## src/rtl/shift_reg_ctrl.sv

```systemverilog
// Sequencer for a parallel-load / serial-shift register. It takes one word per start/busy/done
// handshake and drives the register's load and shift enables to transmit or receive that word.
//   state   | meaning
//   S_IDLE  | waiting for start; latches din/mode and clears the shift counter
//   S_LOAD  | one-cycle parallel load of the latched word (transmit only)
//   S_SHIFT | one shift per cycle unless hold is high; leaves after WIDTH shifts
//   S_DONE  | one-cycle completion pulse; captures the register's parallel output
module shift_reg_ctrl #(
  parameter int WIDTH = 4,
  parameter int CNT_W = $clog2(WIDTH + 1)
) (
  input  logic             clk,
  input  logic             rstn,
  input  logic             start,
  input  logic             mode,
  input  logic [WIDTH-1:0] din,
  input  logic             hold,
  input  logic [WIDTH-1:0] a_in,
  output logic             load,
  output logic             shift,
  output logic [WIDTH-1:0] i_out,
  output logic             busy,
  output logic             done,
  output logic [WIDTH-1:0] dout,
  output logic [CNT_W-1:0] bit_cnt
);

  typedef enum logic [1:0] {
    S_IDLE  = 2'd0,
    S_LOAD  = 2'd1,
    S_SHIFT = 2'd2,
    S_DONE  = 2'd3
  } state_t;

  localparam logic [CNT_W-1:0] LP_LAST = CNT_W'(WIDTH - 1);
  localparam logic [CNT_W-1:0] LP_FULL = CNT_W'(WIDTH);

  state_t             r_state;
  state_t             w_next;
  logic               r_mode_q;
  logic [WIDTH-1:0]   r_i;
  logic [WIDTH-1:0]   r_dout;
  logic [CNT_W-1:0]   r_cnt;
  logic               w_accept;

  assign w_accept = (r_state == S_IDLE) && start;

  always_ff @(posedge clk or negedge rstn) begin
    if (!rstn) begin
      r_state <= S_IDLE;
    end else begin
      r_state <= w_next;
    end
  end

  always_comb begin
    w_next = r_state;
    load   = 1'b0;
    shift  = 1'b0;
    busy   = 1'b0;
    done   = 1'b0;
    case (r_state)
      S_IDLE: begin
        if (start) begin
          w_next = mode ? S_SHIFT : S_LOAD;
        end
      end
      S_LOAD: begin
        // LOAD is only reachable in transmit mode; gating on the latched mode keeps a receive
        // from ever clobbering the register with a stale word.
        load   = ~r_mode_q;
        busy   = 1'b1;
        w_next = S_SHIFT;
      end
      S_SHIFT: begin
        busy  = 1'b1;
        shift = ~hold;
        if (!hold && (r_cnt == LP_LAST)) begin
          w_next = S_DONE;
        end
      end
      S_DONE: begin
        busy   = 1'b1;
        done   = 1'b1;
        w_next = S_IDLE;
      end
      default: begin
        w_next = S_IDLE;
      end
    endcase
  end

  always_ff @(posedge clk or negedge rstn) begin
    if (!rstn) begin
      r_mode_q <= 1'b0;
      r_i      <= '0;
      r_cnt    <= '0;
      r_dout   <= '0;
    end else begin
      if (w_accept) begin
        r_i      <= din;
        r_mode_q <= mode;
        r_cnt    <= '0;
      end else if (shift && (r_cnt != LP_FULL)) begin
        r_cnt <= r_cnt + CNT_W'(1);
      end
      if (r_state == S_DONE) begin
        r_dout <= a_in;
      end
    end
  end

  assign i_out   = r_i;
  assign dout    = r_dout;
  assign bit_cnt = r_cnt;

endmodule
```

## config.mk

```make
export PLATFORM = sky130hd
export DESIGN_NAME = shift_reg_ctrl
export DESIGN_NICKNAME = d
export VERILOG_FILES = /design/src/rtl/shift_reg_ctrl.sv
export SDC_FILE = /design/constraint.sdc
export NUM_CORES = 1
export LEC_CHECK = 0
export ABC_AREA = 1
export BUFFER_PORTS_ARGS = -buffer_cell sky130_fd_sc_hd__buf_2
export CAP_MARGIN = 20
export CORE_UTILIZATION = 40
export CTS_BUF_LIST = sky130_fd_sc_hd__clkbuf_4
export DETAILED_ROUTE_END_ITERATION = 6
export PLACE_DENSITY = 0.67
export SLEW_MARGIN = 20
export SYNTH_ARGS = -nofsm -noshare
export SYNTH_HDL_FRONTEND = slang
export SYNTH_SLANG_ARGS = --single-unit
```

## constraint.sdc

```tcl
create_clock -name clk -period 1.7 [get_ports clk]
set_input_delay 0.17 -clock clk [delete_from_list [all_inputs] [get_ports clk]]
set_output_delay 0.17 -clock clk [all_outputs]
set_load 0.02 [all_outputs]
```

==> results.md <==
- Syn Nets: between 100 and 150
- Global Route Usage Sum: 14.20%
- Post-DR vias/cell: roughly 4.5
- Congestion Overflow GR: 0
- Flop and latch count out of synthesis: 14
- CTS Buf Count: 3
- Synth area leader: dfrtp_1
- Slew @ Worst Pin: 0.3142 ns
- CP Launch Type: register
- Clock Tree Buf Depth: 2
- Worst setup path endpoint: shift
- Leakage: 0.5490 nW
- Average wire per standard cell: between 9 and 10 um
- Area contributors post-synth: dfrtp_1 (46%), nand2_1 (14%), ha_1 (13%)
- Area growth, synth to finish: 25.29%
- Slew Viols, Final: 0
- Boundary Pins: 28
- Setup TNS: 0 ns
- Crit path kind: reg -> out
- Worst Clk Skew: between 0.006 and 0.007 ns
- Final setup vio count: 0
- Reg2Reg Depth: 5
- RSZ-0062 raised after global routing: no
- Final core utilization: 54.34%
- Largest net degree at the start of global routing: 15
- Post-synth top cells: nand2_1 (28), dfrtp_1 (14), inv_1 (12), nand3_1 (9), ha_1 (8)
- Seq/Total Area, Yosys: 46.28%
- Final min period: ~1.6 ns
- DRC: 0
- Initial antenna violation count: 0
- Worst skew pair latency: 0.27 ns
- Hold/Removal Path Class: in -> reg
- First-pass GRT wire length: roughly 2100 um
- GPL Wtd Cong: approximately 0.72
- Max_cap viols: 0
- Ys flop type: dfrtp_1
- Post-synth EDFFs: 0
- Die width: 45.50 um
- Run status: finished, final reports clean
- Vias in the first global route: around 560
- Core ar.: around 1700 um2
- Critical path endpoint category: output pin
- Critical path origin: r_state[0]
- Capturing point of the worst reg2reg path: bit_cnt[0]
- Die height: between 40 and 50 um
- FP Rows: 15
- Post-synth cell types: 13
- Hold_sp: a_in[0]
- WL final: approximately 1300 um
- CTS root buffer: clkbuf_4
- FFs w/ async S/R, synth: 100.0%
- Die ar.: 2070 um2
- CTS tree: done
- Synthesized area per cell: around 9 um2
- Share of layout cells above drive strength 1: approximately 33%
- HPWL after DPL: roughly 1000 um
- Slew headroom: about 79%
- Initial DRC Count: 5
- Cells after Synth: 83
- Setup bufs post-CTS: 0
- Crit path required time: 1.53 ns
- R2R Setup Slk: around 0.34 ns
- Arr. time, crit path: 1.40 ns
- Power density over the cells: between 1500 and 2000 nW/um2
- CTS H-tree lvls: 1
- Most common cell in the netlist: nand2_1
- Via count: 629
- Fin. Hold Viols: 0
- Clk pin slew, worst setup/hold paths: roughly 0.09 ns
- CTS Sinks: 14
- CP Max Fanout: 5
- Final Cycle Share: between 90 and 100%
- Port Buf Inserts: 27
- Maximum VDD drop: between 0.9 and 1 mV
- # diodes: 0
- Post-synth top area share: between 40 and 50%
- Starting Density: roughly 43%
- Post-Syn Area: ~760 um2
- Fin nets: 136
- Drt pass-1 iters: 3
- Antenna Nets Post-Route: 0
- RR Startpoint: r_state[0]
- Peak Freq: approximately 0.64 GHz
- Synthesis Warnings: 0
state kept, by name, summed over array words and instances, names as in the netlist:
name / cells
bit_cnt: 3
dout: 4
i_out: 4
r_mode_q: 1
r_state: 2
worst min-delay path by stage:
stage	end	cells after the start
final	dout[0]	2
after global routing	dout[0]	2
after CTS	dout[0]	2
after detailed placement	dout[1]	1
after global placement	dout[3]	1
after floorplan	bit_cnt[0]	0
metal layers:
layer,wire [um],vias up,global-route usage (%)
li1,-,324,-
met5,0,-,0
met1,651,282,17.41
met2,614,21,23.71
met4,13,0,7.273
met3,58,2,2.381
placed cells by master (no fill, tap or decap), types with 2 or more instances in the layout:
master,synthesis,routed
clkbuf_4,0,3
ha_1,8,8
buf_2,0,27
inv_1,12,12
nand3_1,9,9
mux2_2,4,4
nand2_1,28,28
dfrtp_1,14,14
nand4_1,2,2
report_power, final:
part	internal, mW	switching [mW]
Clock	0.0848	0.103
Sequential	0.484	0.0923
Combinational	0.321	0.547
Total	0.890	0.742
cell type report:
| type | count | area [um2] |
|---|---|---|
| repair buffers | 28 | 145.1 |
| flip-flops and latches | 14 | 350.3 |
| clock inverters | 1 | 3.754 |
| multi-input cells | 56 | 350.3 |
| fillers | 177 | 797.0 |
| inverters | 12 | 45.04 |
| well taps | 25 | 31.28 |
| clock buffers | 3 | 22.52 |
repair_timing:
item / CTS / global route
gates resized for setup: 0 / 0
endpoints found under the hold margin: 14 / 0
hold buffers: 1 / 0
cells by family after synthesis:
group                      share of synthesized area (%)
AOI/OAI and AO/OA                                  1.157
adders and majority gates                          13.22
and+or+nand+nor                                    25.95
buffers and inverters                              7.437
muxes                                              5.950
DFF                                                46.28
per-stage QoR:
stage / total power [mW] / instance area [um2] / std cells / setup WS (ns) / hold slack, ns
global placement: 1.442 / 912.1 / 134 / 0.3955 / 0.08179
finish: 1.632 / 948.4 / 139 / 0.1274 / 0.1222
floorplan: 1.216 / 757.0 / 83 / 0.4384 / -0.1256
CTS: 1.654 / 948.4 / 139 / 0.1192 / 0.1169
detailed placement: 1.457 / 912.1 / 134 / 0.3253 / 0.08536
global route: 1.780 / 948.4 / 139 / 0.03846 / 0.1268
critical path, stage by stage, from the launching register on:
cell and delay (ns):
dfrtp_1 0.42, inv_1 0.12, ha_1 0.20, inv_1 0.08
nor2_4 0.13, buf_2 0.19
Note: power is estimated with default switching activity, not from simulation.
